**src/rtl/branch_resolve_unit.sv**
```systemverilog
// branch_resolve_unit
//
// Tracks predicted branches from decode in a small in-order FIFO and resolves
// the oldest one when execute reports its outcome. Every resolve produces one
// cycle of predictor-training feedback. A wrong prediction squashes all
// in-flight entries, pulses o_flush and holds a fetch redirect until fetch
// accepts it.
//
// Ports
//   clk, rst_n               clock, synchronous active-low reset
//   i_push_*                 decode-stage predicted branch (pc, prediction, recovery target)
//   o_push_ready             entry accepted when i_push_valid && o_push_ready
//   i_res_valid/i_res_outcome  execute-stage resolution of the oldest entry
//   o_fb_*                   predictor-training feedback, one cycle per resolve
//   o_redirect_*/i_redirect_ready  fetch redirect handshake
//   o_flush                  one-cycle wrong-path squash pulse
//   o_count                  FIFO occupancy
//   o_branch_count/o_mispredict_count  saturating statistics
//   o_underflow              sticky: resolve seen with empty FIFO
//   o_dbg_state              FSM state (0=IDLE, 1=REDIRECT)
//
// Handshakes: a transfer happens on a rising clk edge where the producer's
// valid and the consumer's ready are both high; the producer holds its
// payload stable while valid is high and ready is low.

module branch_resolve_unit #(
  parameter int DEPTH      = 4,
  parameter int ADDR_WIDTH = 32
) (
  input  logic                     clk,
  input  logic                     rst_n,
  input  logic                     i_push_valid,
  input  logic [ADDR_WIDTH-1:0]    i_push_pc,
  input  logic                     i_push_prediction,
  input  logic [ADDR_WIDTH-1:0]    i_push_recovery_target,
  output logic                     o_push_ready,
  input  logic                     i_res_valid,
  input  logic                     i_res_outcome,
  output logic                     o_fb_valid,
  output logic [ADDR_WIDTH-1:0]    o_fb_pc,
  output logic                     o_fb_prediction,
  output logic                     o_fb_outcome,
  output logic                     o_redirect_valid,
  output logic [ADDR_WIDTH-1:0]    o_redirect_pc,
  input  logic                     i_redirect_ready,
  output logic                     o_flush,
  output logic [$clog2(DEPTH):0]   o_count,
  output logic [31:0]              o_branch_count,
  output logic [31:0]              o_mispredict_count,
  output logic                     o_underflow,
  output logic                     o_dbg_state
);

  localparam int PW = $clog2(DEPTH);
  localparam int CW = PW + 1;

  typedef enum logic {IDLE = 1'b0, REDIRECT = 1'b1} state_e;

  state_e                  state_q, state_d;
  logic [PW-1:0]           wr_ptr_q, wr_ptr_d;
  logic [PW-1:0]           rd_ptr_q, rd_ptr_d;
  logic [CW-1:0]           count_q, count_d;
  logic                    fb_valid_q, fb_valid_d;
  logic [ADDR_WIDTH-1:0]   fb_pc_q, fb_pc_d;
  logic                    fb_prediction_q, fb_prediction_d;
  logic                    fb_outcome_q, fb_outcome_d;
  logic [ADDR_WIDTH-1:0]   redirect_pc_q, redirect_pc_d;
  logic                    flush_q, flush_d;
  logic [31:0]             branch_count_q, branch_count_d;
  logic [31:0]             mispredict_count_q, mispredict_count_d;
  logic                    underflow_q, underflow_d;

  // Entry storage is not reset: occupancy and pointers define validity.
  logic [ADDR_WIDTH-1:0]   pc_mem_q   [DEPTH];
  logic                    pred_mem_q [DEPTH];
  logic [ADDR_WIDTH-1:0]   tgt_mem_q  [DEPTH];

  logic idle, push_ready, push, resolve, mispredict, head_pred;

  assign idle       = (state_q == IDLE);
  // Readiness uses pre-pop occupancy, so a full FIFO refuses a push even in
  // a cycle where it also pops.
  assign push_ready = idle && (count_q < CW'(DEPTH));
  assign push       = i_push_valid && push_ready;
  assign resolve    = i_res_valid && idle && (count_q != '0);
  assign head_pred  = pred_mem_q[rd_ptr_q];
  assign mispredict = resolve && (head_pred != i_res_outcome);

  always_comb begin
    state_d            = state_q;
    wr_ptr_d           = wr_ptr_q;
    rd_ptr_d           = rd_ptr_q;
    count_d            = count_q;
    fb_valid_d         = resolve;
    fb_pc_d            = fb_pc_q;
    fb_prediction_d    = fb_prediction_q;
    fb_outcome_d       = fb_outcome_q;
    redirect_pc_d      = redirect_pc_q;
    flush_d            = mispredict;
    branch_count_d     = branch_count_q;
    mispredict_count_d = mispredict_count_q;
    underflow_d        = underflow_q | (i_res_valid && idle && (count_q == '0));

    if (resolve) begin
      rd_ptr_d        = rd_ptr_q + PW'(1);
      count_d         = count_q - CW'(1);
      fb_pc_d         = pc_mem_q[rd_ptr_q];
      fb_prediction_d = head_pred;
      fb_outcome_d    = i_res_outcome;
      if (branch_count_q != 32'hFFFF_FFFF) branch_count_d = branch_count_q + 32'd1;
    end

    if (push) begin
      wr_ptr_d = wr_ptr_q + PW'(1);
      count_d  = count_d + CW'(1);
    end

    // A mispredict discards everything in flight, including a same-cycle push.
    if (mispredict) begin
      wr_ptr_d      = '0;
      rd_ptr_d      = '0;
      count_d       = '0;
      redirect_pc_d = tgt_mem_q[rd_ptr_q];
      state_d       = REDIRECT;
      if (mispredict_count_q != 32'hFFFF_FFFF) mispredict_count_d = mispredict_count_q + 32'd1;
    end

    if (state_q == REDIRECT && i_redirect_ready) state_d = IDLE;
  end

  always_ff @(posedge clk) begin
    if (!rst_n) begin
      state_q            <= IDLE;
      wr_ptr_q           <= '0;
      rd_ptr_q           <= '0;
      count_q            <= '0;
      fb_valid_q         <= 1'b0;
      fb_pc_q            <= '0;
      fb_prediction_q    <= 1'b0;
      fb_outcome_q       <= 1'b0;
      redirect_pc_q      <= '0;
      flush_q            <= 1'b0;
      branch_count_q     <= '0;
      mispredict_count_q <= '0;
      underflow_q        <= 1'b0;
    end else begin
      state_q            <= state_d;
      wr_ptr_q           <= wr_ptr_d;
      rd_ptr_q           <= rd_ptr_d;
      count_q            <= count_d;
      fb_valid_q         <= fb_valid_d;
      fb_pc_q            <= fb_pc_d;
      fb_prediction_q    <= fb_prediction_d;
      fb_outcome_q       <= fb_outcome_d;
      redirect_pc_q      <= redirect_pc_d;
      flush_q            <= flush_d;
      branch_count_q     <= branch_count_d;
      mispredict_count_q <= mispredict_count_d;
      underflow_q        <= underflow_d;
    end
  end

  always_ff @(posedge clk) begin
    if (push) begin
      pc_mem_q[wr_ptr_q]   <= i_push_pc;
      pred_mem_q[wr_ptr_q] <= i_push_prediction;
      tgt_mem_q[wr_ptr_q]  <= i_push_recovery_target;
    end
  end

  assign o_push_ready       = push_ready;
  assign o_fb_valid         = fb_valid_q;
  assign o_fb_pc            = fb_pc_q;
  assign o_fb_prediction    = fb_prediction_q;
  assign o_fb_outcome       = fb_outcome_q;
  assign o_redirect_valid   = (state_q == REDIRECT);
  assign o_redirect_pc      = redirect_pc_q;
  assign o_flush            = flush_q;
  assign o_count            = count_q;
  assign o_branch_count     = branch_count_q;
  assign o_mispredict_count = mispredict_count_q;
  assign o_underflow        = underflow_q;
  assign o_dbg_state        = state_q;

endmodule

```
**config.mk**
```make
export PLATFORM = sky130hd
export DESIGN_NAME = branch_resolve_unit
export DESIGN_NICKNAME = d
export VERILOG_FILES = /design/src/rtl/branch_resolve_unit.sv
export SDC_FILE = /design/constraint.sdc
export NUM_CORES = 1
export LEC_CHECK = 0
export ABC_CLOCK_PERIOD_IN_PS = 4610
export CAP_MARGIN = 25
export CORE_MARGIN = 1.5
export CORE_UTILIZATION = 50
export CTS_BUF_LIST = sky130_fd_sc_hd__clkbuf_16
export CTS_CLUSTER_SIZE = 8
export DETAILED_ROUTE_END_ITERATION = 16
export PLACE_DENSITY = 0.74
export SYNTH_ARGS = -nofsm -noshare
export SYNTH_HDL_FRONTEND = slang
export SYNTH_SLANG_ARGS = --single-unit
export TNS_END_PERCENT = 50
```
**constraint.sdc**
```tcl
create_clock -name clk -period 4.61 [get_ports clk]
set_input_delay 0.6915 -clock clk [delete_from_list [all_inputs] [get_ports clk]]
set_output_delay 0.6915 -clock clk [all_outputs]
set_load 0.01 [all_outputs]
```
* After elaboration in Yosys (flattened, before gate mapping)
Memory sizes are Yosys's and may differ from the RTL's. A register that Yosys moved wholly into a read port is not among the register bits.
Index checks and enable logic that the tools add are counted.
Widths: inputs -> output; s select.
** Cells by class
- Equal/unequal tests :: 3
- Magnitude comparators :: 1
- Bitwise logic cells :: 3
- Reductions and logical operators :: 15
- Multiplexer cells :: 6
- Add/subtract/negate cells :: 6
** Operators by type and width (number)
- $add 32x1->32 const B :: 2
- $ne 32x32->1 const B :: 2
- $logic_and 1x1->1 :: 7
- $mux 3 :: 2
- $add 2x1->2 const B :: 2
- $mux 2 :: 2
- $reduce_and 2->1 :: 2
- $reduce_or 2->1 :: 2
- $add 3x1->3 const B :: 1
- $logic_not 3->1 :: 1
- $lt 3x3->1 const B :: 1
- $reduce_bool 3->1 :: 1
- $sub 3x1->3 const B :: 1
- $logic_not 1->1 :: 2
- $mux 1 :: 2
- $not 1->1 :: 2
- $ne 1x1->1 :: 1
- $or 1x1->1 :: 1
** Word-level totals
- Memories kept :: 3
- Output and inout port bits :: 139
- RAM bits :: 260
- Flip-flop bits (word level) :: 77
- Input bits :: 71
- Word-level logic and storage cells :: 48
** Memory list
- pc_mem_q :: depth 4, bits a word 32, rd ports 1, clocked after Yosys merged registers in 1, wr ports 1, RTL line 74 : logic [ADDR_WIDTH-1:0] pc_mem_q [DEPTH];
- tgt_mem_q :: depth 4, bits a word 32, rd ports 1, clocked after Yosys merged registers in 1, wr ports 1, RTL line 76 : logic [ADDR_WIDTH-1:0] tgt_mem_q [DEPTH];
- pred_mem_q :: depth 4, bits a word 1, rd ports 1, clocked after Yosys merged registers in 1, wr ports 1, RTL line 75 : logic pred_mem_q [DEPTH];

* Logic depth before layout (Yosys ltp)
Gate-level depths: netlist of the first run.
- Word-level depth :: 6
- Depth in mapped cells :: 10
- Depth with buffers taken out :: 9

* Least setup slack after synthesis of the first run
No wires, ideal clock.
- Kind :: reg2reg
- From :: register state_q, in the netlist o_dbg_state
- To :: memory pc_mem_q[0][0] (enable)
- Data required time :: 4.180 ns
- Stages on the path, launching flop included :: 3
- Period minus slack after synthesis :: 2.755 ns
- Path slack :: 1.855 ns
- Data arrival time :: 2.325 ns
- Setup time :: 0.430 ns
- Buffers on the path :: 0
- Cells stage by stage :: dfxtp_1 > nor2_1 > and3_1
** On the way
- Cells in the longest elaborated chain, start to end :: 5
** Ends and longest elaborated chain
- start: declaration :: RTL line 59 : state_e state_q, state_d;
- start signal: assignment :: RTL line 147 : state_q <= state_d;
- $not 1->1 :: RTL line 80 : assign idle = (state_q == IDLE);
- $logic_and 1x1->1 :: RTL line 83 : assign push_ready = idle && (count_q < CW'(DEPTH));
- via o_push_ready :: RTL line 36 : output logic o_push_ready,
- $logic_and 1x1->1 :: RTL line 84 : assign push = i_push_valid && push_ready;
- $mux 1 :: RTL line 164 : if (push) begin
- $mux 1 (not written as such) :: RTL line 165 : pc_mem_q[wr_ptr_q] <= i_push_pc;
- end: declaration :: RTL line 74
The timed path passes the listed nets, and every way through them passes these cells.

* Worst setup path in the final report of the first run
- From :: register branch_count_q[13], in the netlist o_branch_count[13]
- To :: register branch_count_q[5], in the netlist o_branch_count[5]
** On the way
- Cells in the longest elaborated chain, start to end :: 2
** Ends and longest elaborated chain
- start: declaration :: RTL line 69 : logic [31:0] branch_count_q, branch_count_d;
- start signal: assignment :: RTL line 157 : branch_count_q <= branch_count_d;
- $ne 32x32->1 :: RTL line 110 : if (branch_count_q != 32'hFFFF_FFFF) branch_count_d = branch_count_q + 32'd1;
- $reduce_and 2->1 (no source line)
No other way between the ends.
A chain may end at the register's enable or synchronous reset.

==> summary.md, run 1 <==
| Metric | Value |
|---|---|
| Period utilization | 61.08% |
| Final net count | 1411 |
| Post-synth cell types | 47 |
| GRT overflow | 0 |
| Maximum clock path buffer count | 3 |
| Reg power frac | 45.6% |
| Die Footprint | 0.03213 mm^2 |
| Slew headroom | 27.41% |
| Hold WC Path Type | reg -> reg |
| Top_reg_cell synth | edfxtp_1 |
| DRT iter0 DRCs | 857 |
| Vias in the first global route | 9906 |
| Initial antenna violation count | 4 |
| Register area | 0.01068 mm^2 |
| Yosys reg bits | 403 |
| IO buf count | 209 |
| Pwr dens | 522.9 mW/mm^2 |
| EDFF count, synth | 260 |
| Post-synthesis sequential area ratio | 68.69% |
| WP data required | 5030 ps |
| Hold_sp | o_redirect_pc[22] |
| PostCTS Resize Cnt | 0 |
| Worst Tran Pin Value | 1081 ps |
| Area delta synth->final | 26.77% |
| Largest stage delay, worst path | 790 ps |
| Fin crit period | 2816 ps |
| Post-synth net total | 1191 |
| Worst hold path stage count | 2 |
| Fraction of registers with async set/reset | 0% |
| Num CTS Buffers | 56 |
| Layout Skew | 15.42 ps |
| Routed wire length | 34.06 mm |
| Routed Antenna Nets | 0 |
| CORE AREA | 0.03059 mm^2 |
| Drt first pass iters | 5 |
| Final setup viols | 0 |
| Top Family by Delay on Critical Path | simple AND/OR/NAND/NOR gates |
| Clk_lat worst skew | 560 ps |
| Rows | 64 |
| Maximum clock frequency | 355.1 MHz |
| Hold Path Sink | o_redirect_pc[22] |
| DIE HEIGHT | 179.3 um |
| P_int | 7562 uW |
| Global-route wire length before repair | 52.47 mm |
| Buf+Inv Stages, Crit Path | 1 |
| Vias after detailed routing | 10.07k |
| Sw Pwr | 2735 uW |
| Area of the multi-input gates | 0.004576 mm^2 |
| Yosys top cell by area | edfxtp_1 |
| # H-tree levels | 2 |
| FF-to-FF setup slack | 1790 ps |
| Total I/O pin count | 210 |
| Switch share | 26.56% |
| FF-to-FF Start | o_branch_count[13] |
| Vias per cell | 5.698 |
| Setup TNS | 0 ps |
| Detailed placement HPWL | 20.82 mm |
| CTS tree | yes |
| Total GRT Usage | 21.30% |
| Root Driver | clkbuf_16 |
| Share of cells above drive strength 1 | 11.53% |
| Top post-synthesis cells by area | edfxtp_1 (50%), dfxtp_1 (18%), mux4_2 (9.4%) |
| Clock transition at the registers of the reported paths | 50 ps |
| Mapped cell area | 0.01553 mm^2 |
| Placed Area | 0.01809 mm^2 |
| CP Class | reg -> reg |
| Critical path arrival | 3240 ps |
| Pin count of the biggest net entering global routing | 66 |
| LEAKAGE | 0.006329 uW |
| Hold-fix buffers, CTS | 0 |
| Outcome | complete, no violations |
| Max-slew violation count | 0 |
| Final hold violations | 0 |
| CP startpoint kind | register |
| CTS sink cnt | 403 |
| Avg Inst Size Synth | 13.98 um^2 |
| Starting density of the core | 50.78% |
| Top cell type's share of synthesized area | 50.26% |
| DRC violations left | 0 |
| R2r worst-path depth | 6 |
| CP max stage cell | nor4b_4 |
| Maximum fanout along the worst path | 19 |
| Clock network fraction of total power | 35.1% |
| Post-Synthesis Cells | 1111 |
| Fill cells | 2241 |
| Gp weighted congestion | 0.8494 |
| RSZ-0062 raised after global routing | no |
| Final Cell Area | 0.01969 mm^2 |
| Comb power frac | 19.3% |
| CP Capture Type | register |
| Chip Width | 179.3 um |
| Wire per inst | 19.28 um |
| # Max-Cap Violations | 0 |
| Synth warnings | 0 |
| Post-CTS Setup Bufs | 0 |
| Critical path cell sequence | nand4_2 > or4_4 > nor4b_4 > buf_4 > nor4_1 > mux2i_1 |
| Worst r2r dst | o_branch_count[5] |
| Worst VDD drop | 0.3049 mV |
==> metrics by stage <==
stage                     hold slack (ps)  instances  setup WS, ps  power (uW)  util (%)
after floorplan                     480.5       1111          1855        5931         -
after CTS                           453.0       1766          1829       10410     64.37
after detailed placement            445.9       1669          1494        6781     59.13
after global routing                473.1       1767          1555       10760     64.38
after global placement              443.7       1666          1369        6679     58.89
final                               453.3       1767          1794       10300     64.38
==> routing by layer <==
metal / GRT usage (%) / up-vias / wire length [um]
li1: - / 4677 / -
met1: 27.69 / 5009 / 14180
met2: 35.82 / 313 / 16810
met3: 4.538 / 64 / 2280
met4: 6.680 / 6 / 741
met5: 0 / - / 40
==> area by class of cell <==
type	count	area share (%)
Sequential cell	403	54.22
Tap cell	396	2.516
Clock inverter	41	1.017
Multi-Input combinational cell	630	23.24
Antenna cell	1	0.01271
Clock buffer	56	7.116
Inverter	14	0.2796
Timing Repair Buffer	226	11.60
==> state kept, by name, indices dropped and copies added, names as in the netlist, named ones only <==
register	count
pc_mem_q	128
tgt_mem_q	128
o_branch_count	32
o_fb_pc	32
o_mispredict_count	32
o_redirect_pc	32
pred_mem_q	4
o_count	3
rd_ptr_q	2
wr_ptr_q	2
o_dbg_state	1
o_fb_outcome	1
o_fb_prediction	1
o_fb_valid	1
o_flush	1
o_underflow	1
==> worst max path at each step <==
stage	from	end	slack (ps)	depth (start not counted)
2_1_floorplan	o_dbg_state	pc_mem_q[0][0]	1850	2
3_3_place_gp	i_res_valid	o_count[1]	1370	7
3_5_place_dp	i_res_outcome	rd_ptr_q[1]	1490	6
4_1_cts	o_count[0]	rd_ptr_q[1]	1830	8
5_1_grt	o_count[0]	rd_ptr_q[1]	1560	8
6_report	o_branch_count[13]	o_branch_count[5]	1790	6
==> placed cells by master (no fill, tap or decap), types with 13 or more instances in the layout <==
master and instances:
or4_1 25, nand2b_1 13, clkdlybuf4s50_1 209, a21oi_1 114
or3_1 24, nand4_1 19, nand2_1 177, o31ai_1 22
nand3_1 24, clkbuf_16 56, nor2_1 27, mux4_2 65
buf_4 13, o21ai_0 20, dfxtp_1 141, edfxtp_1 260
inv_1 51, nor4_1 18, mux2i_1 14
==> synth_stat cells, types with 3 or more instances <==
library cell / n
edfxtp_1: 260
nand2_1: 178
dfxtp_1: 143
a21oi_1: 114
mux4_2: 65
clkbuf_1: 45
nor2_1: 28
or4_1: 25
nand3_1: 24
or3_1: 24
o31ai_1: 22
o21ai_0: 20
nand4_1: 19
nor4_1: 18
inv_1: 14
mux2i_1: 14
nand2b_1: 13
buf_1: 9
ha_1: 9
and3_1: 7
o21ai_1: 7
buf_2: 6
xnor2_1: 6
nor3_1: 5
and2_1: 4
xor2_1: 3
==> power by group through the flow <==
stage	sequential, uW	combinational [uW]	clock [uW]
after CTS	4710	2020	3690
after global routing	4760	2170	3840
after detailed placement	4770	2010	0
final	4700	1990	3610
after floorplan	4700	1230	0
after global placement	4760	1920	0
==> worst reg2reg max path, delay by kind of cell, from the launching register on <==
family / cells / cell delay, ps
buffers and inverters: 1 / 350
DFF: 1 / 480
muxes: 1 / 130
and+or+nand+nor: 4 / 1720
==> kinds of logic after synthesis <==
| logic type | Yosys count | synth area share, % |
|---|---|---|
| adder cells (fa/ha/maj) | 9 | 0.7249 |
| XOR/XNOR | 10 | 0.6122 |
| AND/OR/NAND/NOR | 358 | 11.37 |
| multiplexers | 79 | 10.33 |
| flip-flops | 403 | 68.69 |
| AO/OA/AOI/OAI | 174 | 6.202 |
| buffers and inverters | 78 | 2.078 |
Power figures use the tool's default switching activity.
==> inputs of run 2 (changes only) <==
Settings changed: ABC_CLOCK_PERIOD_IN_PS 4610 to 2500, CORE_UTILIZATION 50 to 49, PLACE_DENSITY 0.74 to 0.75.
Clock period 4.61 ns to 2.5 ns, I/O delays scaled along.
==> summary.md, run 2 (synthesis gave the netlist of run 1 again) <==
| Metric | Value |
|---|---|
| CTS sink cnt | 403 (unchanged) |
| CP startpoint kind | register |
| Routed Antenna Nets | 0 (unchanged) |
| Largest stage delay, worst path | 620 ps (-170 ps) |
| Die Footprint | 0.03278 mm^2 (+2.0%) |
| P_int | 14060 uW (+86%) |
| Final setup viols | 0 (unchanged) |
| Setup TNS | 0 ps (unchanged) |
| Register area | 0.01068 mm^2 (unchanged) |
| Root Driver | clkbuf_16 |
| Rows | 65 (+1.6%) |
| Final Cell Area | 0.01992 mm^2 (+1.1%) |
| Maximum clock frequency | 438.3 MHz (+23%) |
| Fin crit period | 2282 ps (-534.1 ps) |
| Pwr dens | 960.7 mW/mm^2 (+84%) |
| Vias in the first global route | 10.06k (+1.6%) |
| Period utilization | 91.27% (+30 points) |
| Area of the multi-input gates | 0.004578 mm^2 (about the same) |
| Drt first pass iters | 6 (+1) |
| Vias after detailed routing | 10.14k (+0.70%) |
| Final hold violations | 0 (unchanged) |
| Layout Skew | 12.38 ps (-3.041 ps) |
| Top routing layer used | met4 |
| CP max stage cell | or4_4 |
| # H-tree levels | 2 (unchanged) |
| Detailed placement HPWL | 21.56 mm (+3.5%) |
| Placed Area | 0.01834 mm^2 (+1.4%) |
| Total I/O pin count | 210 (unchanged) |
| Routed met3 length | 2.448 mm (+7.4%) |
| Initial antenna violation count | 1 (-3) |
| Outcome | complete, no violations |
| Max-slew violation count | 0 (unchanged) |
| Met1 wire length | 14.78 mm (+4.2%) |
| Post-CTS Setup Bufs | 0 (unchanged) |
| Worst VDD drop | 0.7766 mV (+150%) |
| IO buf count | 209 (unchanged) |
| FF-to-FF setup slack | 220 ps (-1580 ps) |
| Num CTS Buffers | 56 (unchanged) |
| Largest regs | pc_mem_q: 128 flops, tgt_mem_q: 128 flops |
| DIE HEIGHT | 181.1 um (+1.0%) |
| Pin count of the biggest net entering global routing | 66 (unchanged) |
| Critical path cell sequence | nand4_2 > or4_4 > nor4b_4 > buf_4 > nor4_1 > mux2i_1 |
| Maximum clock path buffer count | 3 (unchanged) |
| Clk_lat worst skew | 550 ps (about the same) |
| Setup WS pre-CTS | -34.60 ps (-1528 ps) |
| Sw Pwr | 5076 uW (+86%) |
| Wire per inst | 19.61 um (+1.7%) |
| Global-route wire length before repair | 55.49 mm (+5.7%) |
| WP data required | 2920 ps (-2110 ps) |
| GRT overflow | 0 (unchanged) |
| CORE AREA | 0.03139 mm^2 (+2.6%) |
| Total GRT Usage | 21.60% (+0.30 points) |
| LEAKAGE | 0.006454 uW (+2.0%) |
| Final net count | 1437 (+1.8%) |
| DRC violations left | 0 (unchanged) |
| Starting density of the core | 49.48% (-1.3 points) |
| Slew headroom | 62.94% (+36 points) |
| Clock network fraction of total power | 34.6% (-0.5 points) |
| Comb power frac | 20.4% (+1.1 points) |
| Gp weighted congestion | 0.8375 (-1.4%) |
| Critical path arrival | 2700 ps (-540 ps) |
| RSZ-0062 raised after global routing | no |
| Commonest non-fill, non-tap cell in the layout | edfxtp_1 |
| Routed wire length | 35.28 mm (+3.6%) |
| CP Class | reg -> reg |
| Share of cells above drive strength 1 | 13.25% (+1.7 points) |
| Chip Width | 181.1 um (+1.0%) |
| Fill cells | 2302 (+2.7%) |
| Worst Tran Pin Value | 550.8 ps (-529.8 ps) |
| Fin util | 63.45% (-0.93 points) |
| Clock transition at the registers of the reported paths | 50 ps (about the same) |
| Maximum fanout along the worst path | 20 (+1) |
| Vias per cell | 5.636 (-1.1%) |
| Area delta synth->final | 28.22% |
| Most frequent cells in the layout | edfxtp_1 (260), clkdlybuf4s50_1 (209), nand2_1 (177), dfxtp_1 (141), a21oi_1 (114) |
| Metal2 WL | 17.48 mm (+4.0%) |
| Switch share | 26.53% (-0.037 points) |
| PnR worst setup slack | 218.3 ps (-1576 ps) |
| DRT iter0 DRCs | 677 (-21%) |
| CP Capture Type | register |
| CTS tree | yes |
| # Max-Cap Violations | 0 (unchanged) |
| Hold WC Path Type | reg -> reg |
| Reg power frac | 45.0% (-0.6 points) |
## run 2: cell types whose count changed in the layout (fill, tap and decap cells not counted), sizes merged
cell	delta
inv	-1
clkinvlp	-1
buf	+26
clkinv	+2
## run 2: metal layers
metal / track usage (%) / up-vias
met5: 0 / -
met4: 5.800 / 0
met3: 4.515 / 42
met2: 36.48 / 356
met1: 28.57 / 5010
li1: - / 4731
## run 2: layout make-up
cell class                 count  area share [%]
tap                          402           2.525
clock inverter                41          0.8669
inverter                      14          0.2764
timing repair buffer         252           12.69
sequential                   403           53.61
clock buffer                  56           7.036
multi-input combinational    630           22.99
antenna                        1         0.01256
## run 2: stage by stage
stage / hold slack, ps / cells / power (uW)
floorplan: 473.9 / 1111 / 10910
global placement: 441.7 / 1701 / 12570
detailed placement: 445.3 / 1701 / 12670
CTS: 431.4 / 1798 / 19360
global route: 443.9 / 1799 / 19990
finish: 451.2 / 1799 / 19130
## run 2: critical path, delay by kind of cell (launching register included)
kind | cells | cell delay [ps]
buffers and inverters | 1 | 270
flip-flops | 1 | 500
AND/OR/NAND/NOR | 4 | 1260
multiplexers | 1 | 120
## run 2: path summary, 6_finish.rpt
path / start / endpoint / cells past startpoint
worst max-delay path: o_branch_count[12] / o_branch_count[13] / 6
worst min-delay path: o_redirect_pc[18] / o_redirect_pc[18] / 2
worst max register to register: o_branch_count[12] / o_branch_count[13] / 6
worst min register to register: o_redirect_pc[18] / o_redirect_pc[18] / 2
## run 2: power groups by stage
| stage | clock, uW | combinational [uW] | sequential [uW] |
|---|---|---|---|
| 2_1_floorplan | 0 | 2270 | 8640 |
| 3_3_place_gp | 0 | 3890 | 8680 |
| 3_5_place_dp | 0 | 3940 | 8730 |
| 4_1_cts | 6760 | 3980 | 8620 |
| 5_1_grt | 7060 | 4230 | 8700 |
| 6_report | 6620 | 3910 | 8610 |
## run 2: timing repair
| action | CTS | global route |
|---|---|---|
| gates resized for setup | 0 | 1 |
| endpoints found under the setup margin | 0 | 1 |
| hold buffers | 0 | 0 |
